[src/rtl/pipeline_hazard_ctrl_if.sv]
// Signal bundle between the pipeline datapath and the hazard/sequencing controller.
// The datapath side (master) drives the observed pipeline state; the controller (slave) drives the controls.
interface pipeline_hazard_ctrl_if #(
  parameter int CNT_W = 16
);
  logic [31:0]      instr_id;
  logic             idex_mem_rd;
  logic [4:0]       idex_rt;
  logic             branch_taken;
  logic             imem_ready;
  logic             dmem_busy;
  logic             pc_write;
  logic             ifid_write;
  logic             ifid_flush;
  logic             idex_bubble;
  logic             pipe_hold;
  logic             timeout_err;
  logic [1:0]       state;
  logic [CNT_W-1:0] stall_cnt;
  logic [CNT_W-1:0] flush_cnt;

  modport master (
    output instr_id, idex_mem_rd, idex_rt, branch_taken, imem_ready, dmem_busy,
    input  pc_write, ifid_write, ifid_flush, idex_bubble, pipe_hold, timeout_err,
    input  state, stall_cnt, flush_cnt
  );

  modport slave (
    input  instr_id, idex_mem_rd, idex_rt, branch_taken, imem_ready, dmem_busy,
    output pc_write, ifid_write, ifid_flush, idex_bubble, pipe_hold, timeout_err,
    output state, stall_cnt, flush_cnt
  );
endinterface

[src/rtl/pipeline_hazard_ctrl.sv]
// Hazard and sequencing controller for the IF/ID register and PC: load-use stalls,
// branch flushes, fetch bubbles, data-memory freeze with timeout recovery, saturating statistics.
module pipeline_hazard_ctrl #(
  parameter int WAIT_MAX = 16,
  parameter int CNT_W    = 16
) (
  input  logic                   clock,
  input  logic                   reset,
  pipeline_hazard_ctrl_if.slave  hif
);

  localparam int WC_W = $clog2(WAIT_MAX + 1);

  typedef enum logic [1:0] {
    ST_RUN      = 2'd0,
    ST_LU_STALL = 2'd1,
    ST_MEM_WAIT = 2'd2,
    ST_RECOVER  = 2'd3
  } state_t;

  state_t           state_q,     state_d;
  logic [WC_W-1:0]  wait_cnt_q,  wait_cnt_d;
  logic [CNT_W-1:0] stall_cnt_q, stall_cnt_d;
  logic [CNT_W-1:0] flush_cnt_q, flush_cnt_d;
  logic             timeout_q,   timeout_d;

  logic pc_write_s;
  logic ifid_write_s;
  logic ifid_flush_s;
  logic idex_bubble_s;
  logic pipe_hold_s;
  logic lu_haz_s;

  // Opcodes whose rt field is a source operand (R-type, beq, bne, sw).
  function automatic logic uses_rt_f(input logic [5:0] op);
    logic r;
    case (op)
      6'h00, 6'h04, 6'h05, 6'h2B: r = 1'b1;
      default:                    r = 1'b0;
    endcase
    return r;
  endfunction

  // Load-use hazard between the ID/EX load and the IF/ID instruction
  always_comb begin
    lu_haz_s = 1'b0;
    if (hif.idex_mem_rd && (hif.idex_rt != 5'd0)) begin
      lu_haz_s = (hif.idex_rt == hif.instr_id[25:21]) ||
                 (uses_rt_f(hif.instr_id[31:26]) && (hif.idex_rt == hif.instr_id[20:16]));
    end else begin
      lu_haz_s = 1'b0;
    end
  end

  // Next-state and Mealy control outputs
  always_comb begin
    state_d       = state_q;
    wait_cnt_d    = wait_cnt_q;
    timeout_d     = timeout_q;
    pc_write_s    = 1'b1;
    ifid_write_s  = 1'b1;
    ifid_flush_s  = 1'b0;
    idex_bubble_s = 1'b0;
    pipe_hold_s   = 1'b0;
    case (state_q)
      ST_RUN, ST_LU_STALL: begin
        // LU_STALL skips the hazard check: ID/EX already holds the inserted bubble
        if (hif.dmem_busy) begin
          pc_write_s   = 1'b0;
          ifid_write_s = 1'b0;
          pipe_hold_s  = 1'b1;
          state_d      = ST_MEM_WAIT;
          wait_cnt_d   = WC_W'(1);
        end else if (hif.branch_taken) begin
          ifid_flush_s  = 1'b1;
          idex_bubble_s = 1'b1;
          state_d       = ST_RUN;
        end else if (lu_haz_s && (state_q == ST_RUN)) begin
          pc_write_s    = 1'b0;
          ifid_write_s  = 1'b0;
          idex_bubble_s = 1'b1;
          state_d       = ST_LU_STALL;
        end else if (!hif.imem_ready) begin
          pc_write_s   = 1'b0;
          ifid_flush_s = 1'b1;
          state_d      = ST_RUN;
        end else begin
          state_d = ST_RUN;
        end
      end
      ST_MEM_WAIT: begin
        pc_write_s   = 1'b0;
        ifid_write_s = 1'b0;
        pipe_hold_s  = 1'b1;
        if (!hif.dmem_busy) begin
          state_d = ST_RUN;
        end else if (wait_cnt_q < WC_W'(WAIT_MAX)) begin
          wait_cnt_d = wait_cnt_q + WC_W'(1);
        end else begin
          state_d   = ST_RECOVER;
          timeout_d = 1'b1;
        end
      end
      ST_RECOVER: begin
        pc_write_s    = 1'b0;
        ifid_flush_s  = 1'b1;
        idex_bubble_s = 1'b1;
        state_d       = ST_RUN;
      end
      default: begin
        state_d = ST_RUN;
      end
    endcase
  end

  // Saturating statistics
  always_comb begin
    stall_cnt_d = stall_cnt_q;
    flush_cnt_d = flush_cnt_q;
    if (!pc_write_s && (stall_cnt_q != {CNT_W{1'b1}})) begin
      stall_cnt_d = stall_cnt_q + CNT_W'(1);
    end else begin
      stall_cnt_d = stall_cnt_q;
    end
    if (ifid_flush_s && (flush_cnt_q != {CNT_W{1'b1}})) begin
      flush_cnt_d = flush_cnt_q + CNT_W'(1);
    end else begin
      flush_cnt_d = flush_cnt_q;
    end
  end

  // State, wait counter, statistics and sticky timeout registers
  always_ff @(posedge clock or negedge reset) begin
    if (!reset) begin
      state_q     <= ST_RUN;
      wait_cnt_q  <= {WC_W{1'b0}};
      stall_cnt_q <= {CNT_W{1'b0}};
      flush_cnt_q <= {CNT_W{1'b0}};
      timeout_q   <= 1'b0;
    end else begin
      state_q     <= state_d;
      wait_cnt_q  <= wait_cnt_d;
      stall_cnt_q <= stall_cnt_d;
      flush_cnt_q <= flush_cnt_d;
      timeout_q   <= timeout_d;
    end
  end

  // While reset is held the pipeline is frozen regardless of the FSM decode
  assign hif.pc_write    = reset & pc_write_s;
  assign hif.ifid_write  = reset & ifid_write_s;
  assign hif.ifid_flush  = reset & ifid_flush_s;
  assign hif.idex_bubble = reset & idex_bubble_s;
  assign hif.pipe_hold   = ~reset | pipe_hold_s;
  assign hif.timeout_err = timeout_q;
  assign hif.state       = state_q;
  assign hif.stall_cnt   = stall_cnt_q;
  assign hif.flush_cnt   = flush_cnt_q;

endmodule

[src/flat_wrapper.sv]
// flat-port wrapper written by rule: the top's interface ports become plain ports
module pipeline_hazard_ctrl_flat 
#(
  parameter int WAIT_MAX = 16,
  parameter int CNT_W    = 16
)
  (clock, reset, hif_instr_id, hif_idex_mem_rd, hif_idex_rt, hif_branch_taken, hif_imem_ready, hif_dmem_busy, hif_pc_write, hif_ifid_write, hif_ifid_flush, hif_idex_bubble, hif_pipe_hold, hif_timeout_err, hif_state, hif_stall_cnt, hif_flush_cnt);
  pipeline_hazard_ctrl_if #(.CNT_W(CNT_W)) hif_i ();
  input  logic clock;
  input  logic reset;
  input wire logic [$bits(hif_i.instr_id)-1:0] hif_instr_id;
  input wire logic [$bits(hif_i.idex_mem_rd)-1:0] hif_idex_mem_rd;
  input wire logic [$bits(hif_i.idex_rt)-1:0] hif_idex_rt;
  input wire logic [$bits(hif_i.branch_taken)-1:0] hif_branch_taken;
  input wire logic [$bits(hif_i.imem_ready)-1:0] hif_imem_ready;
  input wire logic [$bits(hif_i.dmem_busy)-1:0] hif_dmem_busy;
  output wire logic [$bits(hif_i.pc_write)-1:0] hif_pc_write;
  output wire logic [$bits(hif_i.ifid_write)-1:0] hif_ifid_write;
  output wire logic [$bits(hif_i.ifid_flush)-1:0] hif_ifid_flush;
  output wire logic [$bits(hif_i.idex_bubble)-1:0] hif_idex_bubble;
  output wire logic [$bits(hif_i.pipe_hold)-1:0] hif_pipe_hold;
  output wire logic [$bits(hif_i.timeout_err)-1:0] hif_timeout_err;
  output wire logic [$bits(hif_i.state)-1:0] hif_state;
  output wire logic [$bits(hif_i.stall_cnt)-1:0] hif_stall_cnt;
  output wire logic [$bits(hif_i.flush_cnt)-1:0] hif_flush_cnt;
  assign hif_i.instr_id = hif_instr_id;
  assign hif_i.idex_mem_rd = hif_idex_mem_rd;
  assign hif_i.idex_rt = hif_idex_rt;
  assign hif_i.branch_taken = hif_branch_taken;
  assign hif_i.imem_ready = hif_imem_ready;
  assign hif_i.dmem_busy = hif_dmem_busy;
  assign hif_pc_write = hif_i.pc_write;
  assign hif_ifid_write = hif_i.ifid_write;
  assign hif_ifid_flush = hif_i.ifid_flush;
  assign hif_idex_bubble = hif_i.idex_bubble;
  assign hif_pipe_hold = hif_i.pipe_hold;
  assign hif_timeout_err = hif_i.timeout_err;
  assign hif_state = hif_i.state;
  assign hif_stall_cnt = hif_i.stall_cnt;
  assign hif_flush_cnt = hif_i.flush_cnt;
  pipeline_hazard_ctrl #(.WAIT_MAX(WAIT_MAX), .CNT_W(CNT_W)) u_core (.clock(clock), .reset(reset), .hif(hif_i));
endmodule
[config.mk]
export PLATFORM = sky130hd
export DESIGN_NAME = pipeline_hazard_ctrl_flat
export DESIGN_NICKNAME = d
export VERILOG_FILES = /design/src/rtl/pipeline_hazard_ctrl_if.sv /design/src/rtl/pipeline_hazard_ctrl.sv /design/src/flat_wrapper.sv
export SDC_FILE = /design/constraint.sdc
export NUM_CORES = 1
export LEC_CHECK = 0
export CAP_MARGIN = 10
export CORE_ASPECT_RATIO = 0.7
export CORE_MARGIN = 2
export CORE_UTILIZATION = 41
export CTS_CLUSTER_DIAMETER = 200
export DETAILED_ROUTE_END_ITERATION = 8
export PLACE_DENSITY = 0.83
export RECOVER_POWER = 100
export SKIP_CTS_REPAIR_TIMING = 1
export SYNTH_ARGS = -nofsm -noshare
export SYNTH_HDL_FRONTEND = slang
export SYNTH_SLANG_ARGS = --single-unit
[constraint.sdc]
create_clock -name clock -period 2.1 [get_ports clock]
set_input_delay 0.21 -clock clock [delete_from_list [all_inputs] [get_ports clock]]
set_output_delay 0.21 -clock clock [all_outputs]
set_load 0.05 [all_outputs]
==> results of run 1 <==
state kept, by name (all words and copies together), names as in the netlist:
| name | count |
|---|---|
| u_core.hif.state | 2 |
| u_core.hif.flush_cnt | 16 |
| u_core.hif.stall_cnt | 16 |
| u_core.wait_cnt_q | 5 |
| u_core.hif.timeout_err | 1 |
critical path, cell delays in order:
cell      delay, ps
buf_6            90
nor2b_4         110
or4_1           470
a2111o_1        500
and2_4          220
buf_12          130
a21oi_4         140
buf_12          150
layout by cell type (no fill, tap or decap), types with 3 or more instances in the layout:
cell,instances
a2111oi_4,5
a211oi_2,8
a21oi_1,5
and4_1,3
buf_12,8
buf_4,36
clkbuf_8,5
clkdlybuf4s50_1,45
dfrtp_1,25
dfrtp_2,15
dlymetal6s2s_1,14
ha_1,3
inv_1,6
mux2_2,4
nand2_1,20
nand3_1,13
nand4_1,11
nor2_1,9
nor3_1,4
nor4_4,3
o21ai_0,7
xnor2_1,11
xor2_1,25
per-stage QoR:
stage | util [%] | std cells | power [mW] | TNS [ps] | area [um^2]
after CTS | 62.8 | 395 | 3.56 | -3350 | 3600
after floorplan | - | 228 | 2.18 | -363 | 2500
after detailed placement | 60.5 | 387 | 2.80 | -13240 | 3460
after global routing | 67.2 | 408 | 3.76 | -1070 | 3850
after global placement | 60.5 | 387 | 2.76 | -12040 | 3460
final | 67.2 | 408 | 3.59 | -364 | 3850
logic make-up (layout without fill, tap and decap cells):
family,Yosys count,in the layout
compound gates,36,36
buf+inv,16,121
mux,5,5
flops,40,40
fa+ha+maj,3,3
simple gates,91,91
xor+xnor,37,37
final timing paths:
check | from | endpoint
worst min-delay path | reset | u_core.hif.stall_cnt[15]
max in group asynchronous | reset | u_core.hif.state[1]
worst max register to register | u_core.hif.state[1] | u_core.hif.stall_cnt[11]
worst max-delay path | hif_instr_id[26] | hif_idex_bubble
worst min register to register | u_core.hif.stall_cnt[4] | u_core.hif.stall_cnt[4]
min in group clock | u_core.hif.stall_cnt[4] | u_core.hif.stall_cnt[4]
layer usage:
metal / up-vias / part of all wire (%) / track usage (%)
li1: 1036 / - / -
met1: 1063 / 47 / 27.3
met2: 53 / 48 / 33.9
met3: 8 / 4.1 / 4.07
met4: 0 / 0.72 / 4.29
met5: - / 0 / 0
power by group:
| group | switching [mW] | internal [mW] | leakage, nW |
|---|---|---|---|
| registers | 0.252 | 0.976 | 0.481 |
| logic | 0.985 | 0.620 | 1.11 |
| clock network | 0.283 | 0.475 | 0.0654 |
layout make-up:
class                           instances  area (um^2)
Clock buffer                            6         72.6
Tap cell                               75         93.8
Timing Repair Buffer                  107         1090
Fill cell                             442         1880
Inverter                                6         22.5
Multi-Input combinational cell        172         1490
Sequential cell                        40         1020
Clock inverter                          2         60.1
==> flow_summary_export.csv, run 1 <==
group,metric,value,unit
clocking,insertion_delay,310,ps
clocking,htreeDepth,2,
placed_design,place_congestion,0.806,
logic_synthesis,synth_edf_count,0,
sta,rsz0062_at_grt,"true",
placed_design,port_buffers,66,
die,dieArea,6560,um^2
logic_synthesis,synth_top_cells_by_count,"dfrtp_1, xor2_1, nand2_1",
grt,globalRoute.totalOverflow,0,
status,status,"complete, but fails checks",
logic_synthesis,async_reset_ff_share,100,%
clocking,clockBufferDepth,2,
grt,grt_use_total,20.2,%
detailed_routing,vias,2160,
logic_synthesis,yosys.area.top_type,"dfrtp_1",
die,fp.dieH,68.4,um
placed_design,place_ws,-456,ps
clocking,cts_tree,"yes",
die,die_w,96.0,um
logic_synthesis,syn_inst,228,
setup_path,reg2regPathDepth,8,
logic_synthesis,synth_cell_types,44,
finish,area_growth,58.5,%
logic_synthesis,synth_top_area_share,41.2,%
logic_synthesis,synth_compound_area_share,17.0,%
sta,clock.fmax,0.447,GHz
sta,holdWs,33.7,ps
logic_synthesis,synth_xor_xnor_area_share,13.3,%
logic_synthesis,synth.area.top_cells,"dfrtp_1, xor2_1, a2111oi_4",
logic_synthesis,yosysSeqAreaShare,41.2,%
setup_path,start_kind,"input port",
sta,timing.final.ws_setup,-135,ps
logic_synthesis,synth-adder-area-share,1.55,%
logic_synthesis,syn_avg_cell_area,10.7,um^2
detailed_routing,drt_wl_total,6640,um
setup_path,r2r_setup_slack,10,ps
sta,min_period_over_period,106,%
power,power_density,933,nW/um^2
sta,worst_pin_slew,771,ps
die,fp-row-count,23,
sta,skew,13.6,ps
power,vdd_drop_max,774,uV
clocking,cts-root-buf,"clkbuf_8",
finish,drive_gt1_share,33.9,%
setup_path,arrival,2030,ps
detailed_routing,viasPerCell,5.29,
detailed_routing,drc,0,
die,core,5730,um^2
logic_synthesis,netlist_area,2430,um^2
setup_path,worstSetupPathType,"input port to primary output",
finish,num_antenna_cells,0,
logic_synthesis,yosys.cell_count.top_type,"dfrtp_1",
logic_synthesis,synth_top_family_by_area,"simple AND/OR/NAND/NOR gates",
detailed_routing,drt_iter0_drc,151,
sta,relSlewSlack,48.5,%
power,p_leak,1.66,nW
min_path,min-delay-path-class,"input port to asynchronous set/reset pin",
status,violations,"setup timing",
sta,setup_viol,7,
die,io_pins,83,
flow_run,cap_violations,0,
detailed_routing,first_pass_iters,6,
logic_synthesis,synth-simple-area-share,20.3,%
sta,hold_viol,0,
logic_synthesis,synth_mux_area_share,2.47,%
grt,grt_pass1_wl,10100,um
die,initial_core_util,42.4,%
logic_synthesis,ys_warn_count,0,
detailed_routing,ant_nets,0,
setup_path,endpoint_kind,"primary output",
detailed_routing,wl_per_cell,16.3,um
clocking,cts_num_sinks,40,
sta,min_period,2240,ps
grt,grt_antenna_before_repair,0,
logic_synthesis,synth_seq_cells,40,
clocking,cts.clk_slew.worst_paths,90,ps
placed_design,detailed_place_hpwl,4590,um
clocking,cts_buffers,5,
setup_path,required,1890,ps
setup_path,critPathMaxFanout,6,
grt,grt_pass1_vias,2092,
sta,maxSlewViolCount,0,
finish,final_nets,378,
grt,grt_max_degree,25,
logic_synthesis,synth_nets,274,
logic_synthesis,ys_dominant_reg_cell,"dfrtp_1",
Power figures use the tool's default switching activity.
==> run 2: changes to the inputs <==
Settings changed: TNS_END_PERCENT set to 10.
==> run 2 against run 1 <==
  * The run still ends with setup timing left
  * Critical path depth shrank 2
  * Count of clock-buffer cells in the layout is the same
  * Final cell count grew 0.98%
  * First-iteration DRC count grew 8.6%
  * Register-to-register slack lost 70 ps
  * Critical path type is now flip-flop to primary output
  * Critical endpoint is now hif_pc_write
==> flow_summary_export.csv, run 2 (synthesis gave the netlist of run 1 again) <==
group,metric,value,unit
status,status,"complete, but fails checks",
status,violations,"setup timing",
setup_path,arrival,1990,ps
setup_path,crit_family,"simple AND/OR/NAND/NOR gates",
sta,clock.fmax,0.454,GHz
die,die_w,96.0,um
placed_design,place_congestion,0.824,
detailed_routing,drt_wl_total,7270,um
detailed_routing,first_pass_iters,5,
setup_path,worstSetupEndpoint,"hif_pc_write",
grt,met1_usage,28.0,%
die,core,5730,um^2
clocking,insertion_delay,300,ps
setup_path,endpoint_kind,"primary output",
detailed_routing,drc,0,
sta,rsz0062_at_grt,"true",
grt,use_met3,6.39,%
setup_path,slowest_stage,"or3_4",
setup_path,crit_cells,6,
setup_path,cpPeakStageDelay,430,ps
grt,grt_use_total,20.7,%
clocking,cts_tree,"yes",
sta,maxSlewViolCount,0,
finish,final_nets,382,
grt,grt_busiest_layer,"met2",
sta,timing.final.ws_setup,-102,ps
clocking,htreeDepth,2,
setup_path,required,1890,ps
placed_design,detailed_place_hpwl,5000,um
detailed_routing,ant_nets,0,
finish,n_fill_cell,440,
grt,grt_pass1_vias,2096,
sta,setup_tns,-614,ps
sta,setup_viol,15,
setup_path,critPathLaunch,"u_core.hif.state[0]",
setup_path,start_kind,"flip-flop",
finish,mostFrequentLayoutCell,"clkdlybuf4s50_1",
power,p_leak,1.67,nW
finish,num_antenna_cells,0,
sta,worst_pin_slew,746,ps
sta,hold_viol,0,
die,fp.dieH,68.4,um
sta,min_period_over_period,105,%
setup_path,worstSetupPathType,"flip-flop to primary output",
clocking,clockBufferDepth,2,
placed_design,port_buffers,66,
setup_path,reg2regPathDepth,8,
die,initial_core_util,42.4,%
sta,holdWs,23.5,ps
sta,min_period,2200,ps
clocking,cts-root-buf,"clkbuf_8",
placed_design,place_ws,-498,ps
grt,grt_antenna_before_repair,0,
power,power_density,919,nW/um^2
setup_path,path_buf_inv,1,
setup_path,r2r-start,"u_core.hif.state[0]",
die,fp-row-count,23,
flow_run,cap_violations,0,
setup_path,r2r_setup_slack,-60,ps
setup_path,cp_cell_sequence,"nor2_2 > o211ai_2 > or3_4 > a31oi_2 > nor2_1 > buf_12",
finish,drive_gt1_share,36.2,%
sta,skew,3.96,ps
power,vdd_drop_max,1080,uV
setup_path,r2r-end,"u_core.hif.stall_cnt[1]",
detailed_routing,viasPerCell,5.42,
detailed_routing,drt_iter0_drc,164,
placed_design,post-place-cells,390,
clocking,cts_buffers,5,
finish,area_growth,58.9,%
min_path,min-delay-path-class,"input port to asynchronous set/reset pin",
clocking,cts.clk_slew.worst_paths,80,ps
setup_path,critPathMaxFanout,3,
sta,relSlewSlack,50.3,%
detailed_routing,vias,2234,
clocking,cts_num_sinks,40,
detailed_routing,wl_per_cell,17.7,um
grt,grt_max_degree,18,
die,dieArea,6560,um^2
grt,grt_pass1_wl,10200,um
grt,globalRoute.totalOverflow,0,
die,io_pins,83,
finish,layout_common_cells,"clkdlybuf4s50_1, buf_4, dfrtp_1",
grt,met2_usage,33.5,%
finish,fin_cells,412,
==> run 2: cell types whose count changed in the layout (fill, tap and decap cells not counted), moves of 2 or more <==
| cell | change |
|---|---|
| nor3_2 | +3 |
| nor4b_4 | +2 |
| dlymetal6s2s_1 | -2 |
| nor3_1 | -3 |
| mux2_2 | -2 |
| mux2_4 | +2 |
| buf_12 | -4 |
| dfrtp_2 | -4 |
| buf_4 | +6 |
| dfrtp_1 | +4 |
| clkbuf_2 | +3 |
==> run 2: cell type report <==
class,instances,area [um^2],area share (%)
sequential,40,1010,26.3
multi-input combinational,172,1550,40.1
clock inverter,2,38.8,1.00
tap,75,93.8,2.43
timing repair buffer,111,1060,27.5
clock buffer,6,82.6,2.14
inverter,6,22.5,0.583
==> run 2: worst min path at each step <==
stage | start | to | cells after the start
floorplan | reset | u_core.hif.flush_cnt[0] | 0
global placement | reset | u_core.hif.flush_cnt[0] | 1
detailed placement | reset | u_core.hif.flush_cnt[1] | 1
CTS | reset | u_core.hif.flush_cnt[11] | 1
global route | reset | u_core.wait_cnt_q[4] | 2
finish | reset | u_core.wait_cnt_q[4] | 2
==> run 2: routing by layer <==
metal	up-vias	wire length [um]
met5	-	0
met4	0	76
met3	5	548
met2	94	3540
met1	1090	3100
li1	1045	-
==> run 2: where the power goes <==
group / total [mW] / internal (mW) / switching [mW]
sequential: 1.21 / 0.969 / 0.243
clock: 0.671 / 0.389 / 0.283
combinational: 1.66 / 0.629 / 1.03
==> run 2: stage by stage <==
stage          util (%)  total power, mW  cell area (um^2)
6_report           67.4             3.55              3860
2_1_floorplan         -             2.17              2490
3_3_place_gp       59.9             2.75              3430
5_1_grt            67.4             3.72              3860
3_5_place_dp       59.9             2.80              3430
4_1_cts            62.0             3.48              3550
==> patch 1: new RTL, settings of run 2 <==
`CNT_W` is set to 16 in 3 places; all go to 32.
--- a/src/rtl/pipeline_hazard_ctrl_if.sv
+++ b/src/rtl/pipeline_hazard_ctrl_if.sv
@@ -1,7 +1,7 @@
 // Signal bundle between the pipeline datapath and the hazard/sequencing controller.
 // The datapath side (master) drives the observed pipeline state; the controller (slave) drives the controls.
 interface pipeline_hazard_ctrl_if #(
-  parameter int CNT_W = 16
+  parameter int CNT_W = 32
 );
   logic [31:0]      instr_id;
   logic             idex_mem_rd;
--- a/src/rtl/pipeline_hazard_ctrl.sv
+++ b/src/rtl/pipeline_hazard_ctrl.sv
@@ -2,7 +2,7 @@
 // branch flushes, fetch bubbles, data-memory freeze with timeout recovery, saturating statistics.
 module pipeline_hazard_ctrl #(
   parameter int WAIT_MAX = 16,
-  parameter int CNT_W    = 16
+  parameter int CNT_W    = 32
 ) (
   input  logic                   clock,
   input  logic                   reset,
--- a/src/flat_wrapper.sv
+++ b/src/flat_wrapper.sv
@@ -2,7 +2,7 @@
 module pipeline_hazard_ctrl_flat 
 #(
   parameter int WAIT_MAX = 16,
-  parameter int CNT_W    = 16
+  parameter int CNT_W    = 32
 )
   (clock, reset, hif_instr_id, hif_idex_mem_rd, hif_idex_rt, hif_branch_taken, hif_imem_ready, hif_dmem_busy, hif_pc_write, hif_ifid_write, hif_ifid_flush, hif_idex_bubble, hif_pipe_hold, hif_timeout_err, hif_state, hif_stall_cnt, hif_flush_cnt);
   pipeline_hazard_ctrl_if #(.CNT_W(CNT_W)) hif_i ();
Ports: changed (resized hif_flush_cnt and hif_stall_cnt); port bits go from 83 to 115. No check against the original RTL was run, so the function may have changed too.
==> patch 1 against run 2 <==
The flow still finishes with violations (negative setup slack). Design area increased by 59%. Total power increased by 52%. Maximum frequency decreased by 1.6%. Non-clock buffer count increased by 43. Sequential cell count increased by 32. Clock power increased to 2.7 times the old value. Synthesized area increased by 63%. Routed wire length increased by 58%. Global-route usage increased by 1.4 points. Die area increased by 59%. Setup slack got worse by 37 ps. Combinational power about the same. Worst hold slack got worse by 23 ps. Critical path type is now in2out. Critical endpoint is now hif_ifid_flush. Largest power group is now registers.
==> patch 1: results (changes against run 2) <==
* Status: finished with violations (unchanged)
* Failing checks: negative setup slack (unchanged)
* First-pass GRT wire length at 18,200 um (was 10,200 um)
* Syn Nets at 445 (was 274)
* Adder-Cell Fraction of Synth Area at 0.949% (was 1.55%)
* Hpwl dp at 8030 um (was 5000 um)
* Sw frac at 35.8% (was 44.0%)
* Post-DP Area at 5550 um^2 (was 3430 um^2)
* Mux share of post-synthesis cell area at 0.854% (was 2.47%)
* Root Driver: clkbuf_16 (was clkbuf_8)
* Final setup viols at 4 (was 15)
* M1 wire length at 5140 um (was 3100 um)
* Worst path max stage delay at 530 ps (was 430 ps)
* Final setup margin at -138 ps (was -102 ps)
* Internal at 0.00345 W (was 0.00199 W)
* H-tree depth at 3 (was 2)
* Pre-CTS setup slack at -541 ps (was -498 ps)
* Clk pwr share at 33.8% (was 18.9%)
* Final Skew at 7.70 ps (was 3.96 ps)
* Combinational share of power at 30.8% (was 46.9%)
* Initial DRC Count at 323 (was 164)
* Fill count at 678 (was 440)
* Worst Setup SP: hif_instr_id[29] (was u_core.hif.state[0])
* Routed met3 length at 632 um (was 548 um)
* R2R depth at 7 (was 8)
* FF-to-FF End: u_core.hif.stall_cnt[24] (was u_core.hif.stall_cnt[1])
* Global-route track usage on met1 at 29.5% (was 28.0%)
* Synth cell count leaders: 72 x dfrtp_1, 43 x nand3_1, 43 x xnor2_1 (was 40 x dfrtp_1, 25 x xor2_1, 21 x nand2_1)
patch 1: cell count changes in the layout (fill, tap and decap cells not counted), sizes merged, moves of 12 or more:
cell / delta
nand4: +12
xnor2: +31
nand3: +29
nor3: +17
nor2: +15
clkdlybuf4s50: +32
dfrtp: +32
patch 1: area by class of cell:
cell class,count,area (um^2),share of cell area (%)
clock buffers,11,253,4.11
inverters,11,41.3,0.671
repair buffers,154,1520,24.6
clock inverters,5,103,1.67
flip-flops and latches,72,1840,30.0
multi-input cells,302,2240,36.4
well taps,124,155,2.52
patch 1: worst min-delay path by stage:
stage           from                        to  slack [ps]  cells past startpoint
6_report       reset   u_core.hif.stall_cnt[6]         0.7                      2
5_1_grt        reset   u_core.hif.stall_cnt[6]          20                      2
4_1_cts        reset  u_core.hif.flush_cnt[27]        -210                      1
3_5_place_dp   reset   u_core.hif.stall_cnt[1]         150                      1
3_3_place_gp   reset   u_core.hif.stall_cnt[1]         130                      1
2_1_floorplan  reset   u_core.hif.flush_cnt[0]         -90                      0
==> patch 2: new RTL, settings of run 2 <==
Without the edit above. Reset style: synchronous (`reset`), changed in one clocked block.
--- a/src/rtl/pipeline_hazard_ctrl.sv
+++ b/src/rtl/pipeline_hazard_ctrl.sv
@@ -130,7 +130,7 @@
   end
 
   // State, wait counter, statistics and sticky timeout registers
-  always_ff @(posedge clock or negedge reset) begin
+  always_ff @(posedge clock) begin
     if (!reset) begin
       state_q     <= ST_RUN;
       wait_cnt_q  <= {WC_W{1'b0}};
Function: differs if reset is asserted again (counterexample within 4 cycles, from zero or initial values and one cycle with reset low); with reset held inactive, the same outputs for 10 cycles.
==> patch 2 against run 2 <==
The flow still finishes with violations (negative setup slack). Non-clock buffer count shrank 2. Synthesized area shrank 8.7%. Die area is 8.3% lower. Critical path depth grew 3. Routed wire length fell by 7.5%. Design area is 8.5% lower. Global-route usage grew 0.94 points. Sequential share of layout area decreased by 3.6 points. Setup slack improved by 75 ps. Sequential cell count did not move. Critical endpoint is now hif_ifid_flush. Largest cell class unchanged. Highest routed layer unchanged.
Power is not compared: it rests on default switching activity, and its combinational part moved more than twofold at a synthesized area within 25%.
==> patch 2: results (changes against run 2) <==
* Multi-In Gates at 212 (was 172)
* R2r setup slk at 0 ps (was -60 ps)
* Signal buffers share of area at 29.3% (was 27.5%)
* Fill count at 395 (was 440)
* Multi-input logic area at 1480 um^2 (was 1550 um^2)
* Crit path to: hif_ifid_flush (was hif_pc_write)
* Seq/Total Area, Yosys at 36.1% (was 41.2%)
* GP Congestion at 0.867 (was 0.824)
* Cell Count, Final, Fillers Out at 445 (was 412)
* Clock-cell share at 3.05% (was 3.14%)
* M1 wire length at 3140 um (was 3100 um)
* Logic inverters at 4 (was 6)
* First-pass GRT wire length at 10,500 um (was 10,200 um)
* Largest cells by area after synthesis: dfxtp_1 36%, xnor2_1 7.1%, a21oi_1 5.2% (was dfrtp_1 41%, xor2_1 9.0%, a2111oi_4 5.7%)
* Ys async rst share at 0% (was 100%)
* Least-Margin Pin Slew at 526 ps (was 746 ps)
* Routed wire length per instance at 15.1 um (was 17.7 um)
* Routed wl met2 at 3250 um (was 3540 um)
* DR vias/cell at 5.47 (was 5.42)
* Layout cells sized above 1 at 25.7% (was 36.2%)
* Final setup viols at 5 (was 15)
* Final Skew at 8.93 ps (was 3.96 ps)
* Post-synth cell types at 45 (was 44)
* Met2 Usage GRT at 36.5% (was 33.5%)
* DRT Pass-1 Iters at 7 (was 5)
* Hpwl dp at 4760 um (was 5000 um)
* Synth cell count leaders: 40 x dfxtp_1, 27 x nor2_1, 23 x a21oi_1 (was 40 x dfrtp_1, 25 x xor2_1, 21 x nand2_1)
* Vias in the first global route at 2,352 (was 2,096)
* Mapped Cells at 269 (was 228)
* Syn Nets at 315 (was 274)
* Final setup margin at -26.5 ps (was -102 ps)
* Reg-to-reg startpoint: u_core.hif.state[1] (was u_core.hif.state[0])
* Worst Setup SP: hif_dmem_busy (was u_core.hif.state[0])
* Std cell rows at 22 (was 23)
* Buffers excl. clock at 109 (was 111)
* Post-DP Area at 3260 um^2 (was 3430 um^2)
* Global-route track usage on met1 at 27.5% (was 28.0%)
* FF-to-FF End: u_core.hif.stall_cnt[10] (was u_core.hif.stall_cnt[1])
* Port bufs at 66 (unchanged)
* Overall routing resource usage at 21.6% (was 20.7%)
* Worst Hold Class: reg2reg (was in2async)
* Post-Route Setup TNS at -71.7 ps (was -614 ps)
* Worst EP arrival at 1920 ps (was 1990 ps)
* Layout Nets at 418 (was 382)
* R2R depth at 10 (was 8)
* CP Max Fanout at 9 (was 3)
* Largest net degree at the start of global routing at 21 (was 18)
* Inst Count DP at 432 (was 390)
* Grt met3 use at 4.36% (was 6.39%)
* Status: finished with violations (unchanged)
* Fraction of area in registers at 22.7% (was 26.3%)
* Initial DRC Count at 176 (was 164)
* Failing checks: negative setup slack (unchanged)
==> patch 2: cell types whose count changed after synthesis, sizes merged, moves of 8 or more <==
cell    change
a211oi      -8
a21oi      +17
xor2       -21
nor2       +17
dfxtp      +40
dfrtp      -40
==> patch 2: critical path, stage by stage <==
cell and delay [ps]:
clkdlybuf4s50_1 500, buf_4 180, nor2_1 70, nand2_1 110, nand2_1 70, a21oi_1 290, and2_4 280, nor2_4 50
buf_8 150
==> patch 2: kinds of logic after synthesis <==
kind of cell / count (synthesis) / share of synthesized area, %
AOI/OAI and AO/OA: 58 / 16.8
muxes: 3 / 1.41
DFF: 40 / 36.1
and+or+nand+nor: 126 / 31.9
xor gates and xnor gates: 22 / 8.69
adders and majority gates: 3 / 1.69
buffers and inverters: 17 / 3.39
==> patch 2: metrics by stage <==
step           setup slack [ps]  util [%]
3_3_place_gp               -534      62.3
3_5_place_dp               -584      62.3
6_report                  -26.5      67.6
5_1_grt                    -111      67.6
4_1_cts                    -563      64.4
2_1_floorplan              -224         -
